[config.mk]
export PLATFORM = sky130hd
export DESIGN_NAME = audio_gain_feeder
export DESIGN_NICKNAME = d
export VERILOG_FILES = /design/src/rtl/audio_pkg.sv /design/src/rtl/audio_gain_sat.sv /design/src/rtl/audio_gain_feeder.sv
export SDC_FILE = /design/constraint.sdc
export NUM_CORES = 1
export LEC_CHECK = 0
export CORE_ASPECT_RATIO = 1.4
export CORE_MARGIN = 3
export CORE_UTILIZATION = 60
export DETAILED_ROUTE_END_ITERATION = 8
export HOLD_SLACK_MARGIN = 0.02
export PLACE_DENSITY = 0.86
export SLEW_MARGIN = 5
export SYNTH_ARGS = -nofsm -noshare
export SYNTH_HDL_FRONTEND = slang
export SYNTH_SLANG_ARGS = --single-unit
[constraint.sdc]
create_clock -name clk_soc -period 14.7 [get_ports clk_soc]
set_clock_uncertainty 0.1 [all_clocks]
set_input_delay 1.47 -clock clk_soc [delete_from_list [all_inputs] [get_ports clk_soc]]
set_output_delay 1.47 -clock clk_soc [all_outputs]
set_load 0.005 [all_outputs]
[src/rtl/audio_pkg.sv]
// Shared widths, sample/gain types and the saturation helpers for the audio gain path.
// Products are PROD_W bits; GAIN_SHIFT turns the Q1.7 gain product back into sample scale.
package audio_pkg;
  localparam int SAMPLE_W   = 24;
  localparam int GAIN_W     = 8;
  localparam int PROD_W     = SAMPLE_W + GAIN_W + 1;
  localparam int GAIN_SHIFT = GAIN_W - 1;
  localparam int UNITY_GAIN = 1 << GAIN_SHIFT;

  typedef logic signed [SAMPLE_W-1:0] sample_t;
  typedef logic        [GAIN_W-1:0]   gain_t;

  localparam sample_t SAMPLE_MAX = {1'b0, {(SAMPLE_W-1){1'b1}}};
  localparam sample_t SAMPLE_MIN = {1'b1, {(SAMPLE_W-1){1'b0}}};

  // A value fits in a sample only if every bit above the sample MSB repeats the sign.
  function automatic logic is_clip(input logic signed [PROD_W-1:0] v);
    return !((&v[PROD_W-1:SAMPLE_W-1]) || !(|v[PROD_W-1:SAMPLE_W-1]));
  endfunction

  function automatic sample_t saturate(input logic signed [PROD_W-1:0] v);
    if (is_clip(v)) begin
      return v[PROD_W-1] ? SAMPLE_MIN : SAMPLE_MAX;
    end
    return v[SAMPLE_W-1:0];
  endfunction
endpackage

[src/rtl/audio_gain_sat.sv]
// One channel: signed sample times unsigned Q1.7 gain, arithmetic shift, saturate, clip flag.
// Purely combinational; sits between the stage A and stage B registers of the feeder.
module audio_gain_sat
  import audio_pkg::*;
(
  input  logic [SAMPLE_W-1:0] x,
  input  logic [GAIN_W-1:0]   g,
  output logic [SAMPLE_W-1:0] y,
  output logic                clip
);

  logic signed [PROD_W-1:0] x_ext;
  logic signed [PROD_W-1:0] g_ext;
  logic signed [PROD_W-1:0] prod;
  logic signed [PROD_W-1:0] scaled;

  always_comb begin
    x_ext  = {{(PROD_W-SAMPLE_W){x[SAMPLE_W-1]}}, x};
    g_ext  = {{(PROD_W-GAIN_W){1'b0}}, g};
    prod   = x_ext * g_ext;
    // >>> on a signed value floors, so negative results round toward -inf.
    scaled = prod >>> GAIN_SHIFT;
    y      = saturate(scaled);
    clip   = is_clip(scaled);
  end

endmodule

[src/rtl/audio_gain_feeder.sv]
// Stereo gain/mute/saturate feeder into i2s_master: 2-stage pipeline, backpressured by full.
// Optional AUDIO_GAIN_SOFT_RAMP_EN: gains slew 1 LSB per accepted pair instead of stepping.
module audio_gain_feeder
  import audio_pkg::*;
#(
  parameter int CLIP_CNT_W = 16
) (
  input  logic                  clk_soc,
  input  logic                  reset_n,
  input  logic                  in_valid,
  output logic                  in_ready,
  input  logic [SAMPLE_W-1:0]   in_l,
  input  logic [SAMPLE_W-1:0]   in_r,
  input  logic [GAIN_W-1:0]     gain_l,
  input  logic [GAIN_W-1:0]     gain_r,
  input  logic                  mute,
  input  logic                  full,
  output logic                  write_frame,
  output logic [SAMPLE_W-1:0]   frame_in_l,
  output logic [SAMPLE_W-1:0]   frame_in_r,
  output logic [CLIP_CNT_W-1:0] clip_count,
  input  logic                  clip_clr
);

  logic adv_a, adv_b, accept;
  gain_t tgt_l, tgt_r, use_l, use_r;

  logic    valid_a_q, valid_a_d;
  sample_t a_l_q, a_l_d, a_r_q, a_r_d;
  gain_t   a_gl_q, a_gl_d, a_gr_q, a_gr_d;

  logic    valid_b_q, valid_b_d;
  sample_t out_l_q, out_l_d, out_r_q, out_r_d;
  logic [CLIP_CNT_W-1:0] clip_cnt_q, clip_cnt_d;

  logic [SAMPLE_W-1:0] y_l, y_r;
  logic clip_l, clip_r;

  always_comb begin
    tgt_l       = mute ? '0 : gain_l;
    tgt_r       = mute ? '0 : gain_r;
    adv_b       = ~valid_b_q | ~full;
    adv_a       = ~valid_a_q | adv_b;
    in_ready    = adv_a & reset_n;
    accept      = in_valid & in_ready;
    write_frame = valid_b_q & ~full & reset_n;
  end

`ifdef AUDIO_GAIN_SOFT_RAMP_EN
  gain_t cur_l_q, cur_l_d, cur_r_q, cur_r_d;

  function automatic gain_t step_toward(input gain_t cur, input gain_t tgt);
    if (cur < tgt) return cur + 1'b1;
    if (cur > tgt) return cur - 1'b1;
    return cur;
  endfunction

  // The accepted pair uses the gain held before this step, so a ramp starts from the old gain.
  always_comb begin
    cur_l_d = cur_l_q;
    cur_r_d = cur_r_q;
    if (accept) begin
      cur_l_d = step_toward(cur_l_q, tgt_l);
      cur_r_d = step_toward(cur_r_q, tgt_r);
    end
    use_l = cur_l_q;
    use_r = cur_r_q;
  end

  always_ff @(posedge clk_soc) begin
    if (!reset_n) begin
      cur_l_q <= tgt_l;
      cur_r_q <= tgt_r;
    end else begin
      cur_l_q <= cur_l_d;
      cur_r_q <= cur_r_d;
    end
  end
`else
  always_comb begin
    use_l = tgt_l;
    use_r = tgt_r;
  end
`endif

  audio_gain_sat u_sat_l (.x(a_l_q), .g(a_gl_q), .y(y_l), .clip(clip_l));
  audio_gain_sat u_sat_r (.x(a_r_q), .g(a_gr_q), .y(y_r), .clip(clip_r));

  always_comb begin
    valid_a_d  = valid_a_q;
    a_l_d      = a_l_q;
    a_r_d      = a_r_q;
    a_gl_d     = a_gl_q;
    a_gr_d     = a_gr_q;
    valid_b_d  = valid_b_q;
    out_l_d    = out_l_q;
    out_r_d    = out_r_q;
    clip_cnt_d = clip_cnt_q;

    if (adv_a) valid_a_d = accept;
    if (accept) begin
      a_l_d  = in_l;
      a_r_d  = in_r;
      a_gl_d = use_l;
      a_gr_d = use_r;
    end

    if (adv_b) valid_b_d = valid_a_q;
    if (adv_b && valid_a_q) begin
      out_l_d = y_l;
      out_r_d = y_r;
    end

    if (clip_clr) begin
      clip_cnt_d = '0;
    end else if (adv_b && valid_a_q && (clip_l || clip_r) && !(&clip_cnt_q)) begin
      clip_cnt_d = clip_cnt_q + 1'b1;
    end
  end

  always_ff @(posedge clk_soc) begin
    if (!reset_n) begin
      valid_a_q  <= 1'b0;
      a_l_q      <= '0;
      a_r_q      <= '0;
      a_gl_q     <= '0;
      a_gr_q     <= '0;
      valid_b_q  <= 1'b0;
      out_l_q    <= '0;
      out_r_q    <= '0;
      clip_cnt_q <= '0;
    end else begin
      valid_a_q  <= valid_a_d;
      a_l_q      <= a_l_d;
      a_r_q      <= a_r_d;
      a_gl_q     <= a_gl_d;
      a_gr_q     <= a_gr_d;
      valid_b_q  <= valid_b_d;
      out_l_q    <= out_l_d;
      out_r_q    <= out_r_d;
      clip_cnt_q <= clip_cnt_d;
    end
  end

  assign frame_in_l = out_l_q;
  assign frame_in_r = out_r_q;
  assign clip_count = clip_cnt_q;

endmodule
==> impl_metrics.tcl, run 1 <==
set metrics [dict create \
    status "complete, no violations" \
    row_count 75 \
    cp_max_fo 24 \
    antenna_found_initial 0 \
    cts_max_level 4 \
    critPathLaunch "a_gl_q[0]$_SDFFE_PN0P_" \
    max-vdd-ir-drop_mv 0.05978 \
    maxCapViolCount 0 \
    final_nets 2710 \
    synth-edff-count 0 \
    cts_root_buf "clkbuf_16" \
    wl_per_cell_um 18.34 \
    r2r-end "frame_in_l[17]$_SDFFE_PN0P_" \
    postCtsSetupRepairBufs 0 \
    cts_tree "yes" \
    synth_top_area_share_pct 32.46 \
    tns_ps 0 \
    cts_resized 0 \
    nFillCells 2243 \
    synth_most_common_cell "inv_1" \
    hold_buffers 0 \
    finalSetupViolations 0 \
    synth-seq-cells 130 \
    hold_viol 0 \
    p_leak_uw 0.01007 \
    grt_pass1_wl_mm 78.89 \
    ys_seq_area_share_pct 14.16 \
    core_area_mm2 0.03012 \
    grt_max_degree 113 \
    synthTopCellsByCount "inv_1, nand2_1, fa_1" \
    tightest_slew_ps 1184 \
    syn_inst 2169 \
    insertion_delay_ps 460 \
    worstSetupEndpoint "frame_in_l[17]$_SDFFE_PN0P_" \
    syn_area_mm2 0.01838 \
    syn_avg_cell_area_um2 8.473 \
    syn_nets 2662 \
    required_ps 14910 \
    n_antenna_cell 0 \
    cts.sinks 130 \
    ys_types 74 \
    die_x_um 153.9 \
    clockBufferDepth 2 \
    grt_overflow 0 \
    cts_buffers 17 \
    reg2reg_slack_ps 7900 \
    cellPowerDensity_mw_per_mm2 54.98 \
    worstPathArrival_ps 7020 \
    firstDrtPassIters 5 \
    multi_input_area_mm2 0.01377 \
    yosys_warnings 0 \
    drv_slew 0 \
    die_height_um 213.1 \
    place_hpwl_mm 36.47 \
    cp-end-kind "flop" \
    clk_pin_slew_ps 70 \
    pin_count 136 \
    drive_above_1_share_pct 3.857 \
    initial_core_util_pct 61.01 \
    period_needed_ps 6804 \
    crit_path_start_kind "flop" \
    rr_startpoint "a_gl_q[0]$_SDFFE_PN0P_" \
    drt_iter0_drc 1014 \
    synth_ff_type "dfxtp_1" \
    reg2reg_depth 20 \
    relSlewSlack_pct 20.93 \
    fmax_ghz 0.1470 \
    port-buffer-count 135 \
    gp_congestion 0.9749 \
    yosysTopAreaCell "fa_1" \
    grt_use_total_pct 29.99 \
    viasPerCell 5.860 \
    seqCellArea_mm2 0.002603 \
    rsz0062_at_grt "no" \
    post-route-period-util_pct 46.28 \
    grt_pass1_vias 16440 \
    crit_type "flop to flop" \
    drc_errors 0 \
    syn_to_final_growth_pct 11.38 \
    min_path_type "flop to flop" \
    wirelength_mm 47.97 \
    num_vias 15330 \
    synthArstFlopShare_pct 0 \
    fp.dieArea_mm2 0.03279 \
    final_core_util_pct 67.95 \
    synthTopCellsByArea "fa_1, dfxtp_1, ha_1" \
    ant_nets 0 \
]
-- report_power, final --
| part | switching [uW] | internal [uW] | total (uW) |
|---|---|---|---|
| combinational | 115 | 94.8 | 210 |
| sequential | 44.6 | 374 | 418 |
| clock | 179 | 318 | 497 |
| total | 339 | 786 | 1130 |
-- stage by stage --
step                setup WS [ps]  power (uW)  area (um^2)  instances  hold slack (ps)
detailed placement           8003       630.1        19800       2583            378.4
CTS                          7963        1126        20470       2615            384.8
global placement             8173       621.2        19800       2583            356.5
floorplan                    8847       543.7        18380       2169            357.5
global route                 7357        1165        20470       2615            413.0
finish                       7896        1125        20470       2615            380.7
-- kinds of logic (layout without fill, tap and decap cells) --
kind of cell             Yosys count  after routing  synth area share, %
AND/OR/NAND/NOR                  722            722                19.51
flip-flops                       130            130                14.16
buffers and inverters            525            586                10.96
AO/OA/AOI/OAI                    317            317                11.88
adder cells (fa/ha/maj)          423            423                40.97
XOR/XNOR                          47             47                2.240
multiplexers                       5              5               0.2723
-- sequential cells by signal (all words and copies together), names as in the netlist --
register    flops
valid_b_q       1
a_l_q          24
a_r_q          24
valid_a_q       1
clip_count     16
frame_in_l     24
a_gr_q          8
frame_in_r     24
a_gl_q          8
-- cell type report --
class / count / area share (%)
clock buffer: 19 / 2.115
clock inverter: 13 / 1.143
inverter: 411 / 7.537
multi-input combinational: 1514 / 67.26
sequential: 130 / 12.71
tap: 385 / 2.353
timing repair buffer: 143 / 6.883
-- per-layer routing --
layer / up-vias / share of wire [%] / global-route usage, %
li1: 6855 / - / -
met1: 7608 / 35 / 32.55
met2: 656 / 53 / 55.64
met3: 206 / 6.1 / 4.258
met4: 0 / 5.6 / 17.37
met5: - / 0 / 0
-- worst min path at each step --
stage / from / endpoint / slack, ps / depth (start not counted)
2_1_floorplan: frame_in_r[23]$_SDFFE_PN0P_ / frame_in_r[23]$_SDFFE_PN0P_ / 360 / 2
6_report: frame_in_r[23]$_SDFFE_PN0P_ / frame_in_r[23]$_SDFFE_PN0P_ / 380 / 2
4_1_cts: frame_in_r[23]$_SDFFE_PN0P_ / frame_in_r[23]$_SDFFE_PN0P_ / 380 / 2
5_1_grt: frame_in_r[23]$_SDFFE_PN0P_ / frame_in_r[23]$_SDFFE_PN0P_ / 410 / 2
3_3_place_gp: frame_in_r[23]$_SDFFE_PN0P_ / frame_in_r[23]$_SDFFE_PN0P_ / 360 / 2
3_5_place_dp: frame_in_r[23]$_SDFFE_PN0P_ / frame_in_r[23]$_SDFFE_PN0P_ / 380 / 2
-- worst max-delay path, stage by stage (launching register included) --
cell	delay, ps
dfxtp_1	890
nand2_1	280
fa_1	740
inv_1	120
fa_1	480
fa_1	550
inv_1	50
fa_1	480
inv_1	40
ha_1	320
a21oi_1	200
o21ai_0	140
a2111oi_0	440
nor3_1	120
nor3_1	430
mux2i_1	170
a221oi_2	340
buf_4	310
inv_1	200
nand3_1	160
a31oi_1	100
-- placed cells by master, fill, tap and decap left out, types with 6 or more instances in the layout --
cell | netlist | layout
nor2_1 | 43 | 43
o21a_1 | 13 | 13
nand4_1 | 14 | 14
dfxtp_1 | 130 | 130
inv_1 | 411 | 411
nor2b_1 | 9 | 9
nand3_1 | 14 | 14
or3_1 | 9 | 9
or4_1 | 12 | 12
and3_1 | 7 | 6
o221a_2 | 24 | 24
a21oi_1 | 66 | 66
nand2_1 | 337 | 337
xnor2_1 | 28 | 28
fa_1 | 298 | 298
buf_4 | 1 | 9
ha_1 | 125 | 125
xor2_1 | 19 | 19
a21o_1 | 13 | 13
bufinv_16 | 0 | 6
and2_1 | 202 | 201
o31ai_1 | 19 | 19
nor3_1 | 23 | 23
nand2b_1 | 15 | 15
a21boi_0 | 24 | 24
clkdlybuf4s50_1 | 0 | 134
clkbuf_16 | 0 | 17
o21ai_0 | 97 | 97
nand3b_1 | 17 | 17
(Power assumes the default switching activity.)
==> inputs of run 2 (changes only) <==
- clock period: 14.7 -> 6.8 ns (I/O delays scaled with it)
==> impl_metrics.tcl, run 2 (synthesis results as in run 1) <==
set metrics [dict create \
    port-buffer-count 135 \
    tns_ps 0 \
    crit_type "flop to flop" \
    final_core_util_pct 68.24 \
    die_x_um 153.9 \
    cts_tree "yes" \
    place_ws_ps 317.3 \
    cts_buffers 17 \
    rr_startpoint "a_gl_q[5]$_SDFFE_PN0P_" \
    max-vdd-ir-drop_mv 0.1463 \
    mostFrequentLayoutCell "inv_1" \
    drv_slew 0 \
    wl_per_cell_um 18.03 \
    cp_top_family "adder cells" \
    tightest_slew_ps 1103 \
    grt_pass1_wl_mm 77.70 \
    fp.dieArea_mm2 0.03279 \
    wirelength_mm 47.40 \
    finalSetupViolations 0 \
    num_vias 15230 \
    n_antenna_cell 0 \
    ant_nets 0 \
    slowest_delay_ps 860 \
    cellPowerDensity_mw_per_mm2 115.7 \
    hold_viol 0 \
    maxCapViolCount 0 \
    dp_cells 2598 \
    place_hpwl_mm 36.71 \
    initial_core_util_pct 61.01 \
    required_ps 7070 \
    gp_congestion 0.9454 \
    die_height_um 213.1 \
    relSlewSlack_pct 26.34 \
    status "complete, no violations" \
    dpl-instance-area_mm2 0.01992 \
    period_needed_ps 6568 \
    stdcell_count 2629 \
    firstDrtPassIters 5 \
    crit_path_start_kind "flop" \
    p_leak_uw 0.01013 \
    final_nets 2725 \
    drive_above_1_share_pct 4.857 \
    core_area_mm2 0.03012 \
    stdcell_area_mm2 0.02056 \
    cp_max_fo 29 \
    grt_pass1_vias 16130 \
    insertion_delay_ps 460 \
    cp_common_cell "fa_1" \
    hold_buffers 0 \
    syn_to_final_growth_pct 11.85 \
    cp-end-kind "flop" \
    post-route-period-util_pct 96.59 \
    slowest_stage "dfxtp_1" \
    clk_pin_slew_ps 60 \
    grt_use_total_pct 29.60 \
    drc_errors 0 \
    min_path_type "flop to flop" \
    cts.sinks 130 \
    worstPathArrival_ps 6840 \
    fmax_ghz 0.1522 \
    mostFrequentLayoutCells "inv_1, nand2_1, fa_1, and2_1, clkdlybuf4s50_1" \
    critPathLaunch "a_gl_q[5]$_SDFFE_PN0P_" \
    grt_overflow 0 \
    grt_max_degree 73 \
    cts_root_buf "clkbuf_16" \
    drt_iter0_drc 988 \
    path_buf_inv 3 \
    clockBufferDepth 2 \
    crit_path_cell_trace "nand2_1 -> fa_1 -> inv_1 -> fa_1 -> fa_1 -> inv_1 -> fa_1 -> inv_1 -> ha_1 -> a21o_4 -> a211oi_2 -> or4_1 -> o211ai_2 -> a211oi_4 -> o31ai_1 -> a31o_1 -> o211a_4 -> or4_1 -> a21oi_1" \
    viasPerCell 5.792 \
    rsz0062_at_grt "no" \
    row_count 75 \
    antenna_found_initial 0 \
    worstHoldStart "frame_in_r[23]$_SDFFE_PN0P_" \
    cts_max_level 4 \
    pin_count 136 \
    setup_slack_ps 231.7 \
]
==> run 2: cell count changes in the layout (fill, tap and decap cells not counted), moves of 2 or more <==
cell and delta:
clkinvlp_4 +2, dfxtp_2 +5, bufinv_16 -2, dfxtp_1 -5
clkinv_4 -3, clkbuf_1 -2, inv_6 +5, buf_4 +15
==> run 2: layout make-up <==
type | instances | area, um^2
clock buffers | 17 | 425.4
clock inverters | 14 | 201.4
fillers | 2198 | 9567
inverters | 411 | 1543
multi-input cells | 1514 | 13770
flip-flops and latches | 130 | 2609
well taps | 385 | 481.7
repair buffers | 158 | 1521
==> run 2: routing by layer <==
metal	wire length (um)	vias up	share of wire, %	GRT usage (%)
li1	-	6893	-	-
met1	16480	7496	35	33.01
met2	25240	648	53	54.19
met3	2966	189	6.3	3.933
met4	2707	0	5.7	17.00
met5	0	-	0	0
==> run 2: what timing repair did <==
action                                  4_1_cts  5_1_grt
endpoints found under the hold margin         0        0
endpoints found under the setup margin        0       36
gates resized for setup                       0        7
buffers inserted                              0        0
==> run 2: tightest hold or removal path: stages, from the launching register on <==
cell and delay (ps):
dfxtp_1 310, nand2_1 50, a21boi_0 70
==> run 2: final timing paths <==
check                           depth (start not counted)  slack (ps)                           to
worst min register to register                          2         380  frame_in_r[23]$_SDFFE_PN0P_
worst min-delay path                                    2         380  frame_in_r[23]$_SDFFE_PN0P_
worst max-delay path                                   19         230   clip_count[6]$_SDFFE_PP0P_
worst max register to register                         19         230   clip_count[6]$_SDFFE_PP0P_
==> run 2: power breakdown <==
part / total, uW / internal (uW) / leakage, uW / switching, uW
logic: 464 / 209 / 0.00875 / 255
registers: 894 / 807 / 0.00107 / 86.5
clock network: 1020 / 616 / 0.000301 / 404
total: 2380 / 1630 / 0.0101 / 746
==> run 2: per-stage QoR <==
step,total power [uW],hold WS (ps)
floorplan,1175,357.5
CTS,2380,380.9
global placement,1347,354.0
finish,2378,376.1
global route,2467,411.4
detailed placement,1365,372.6
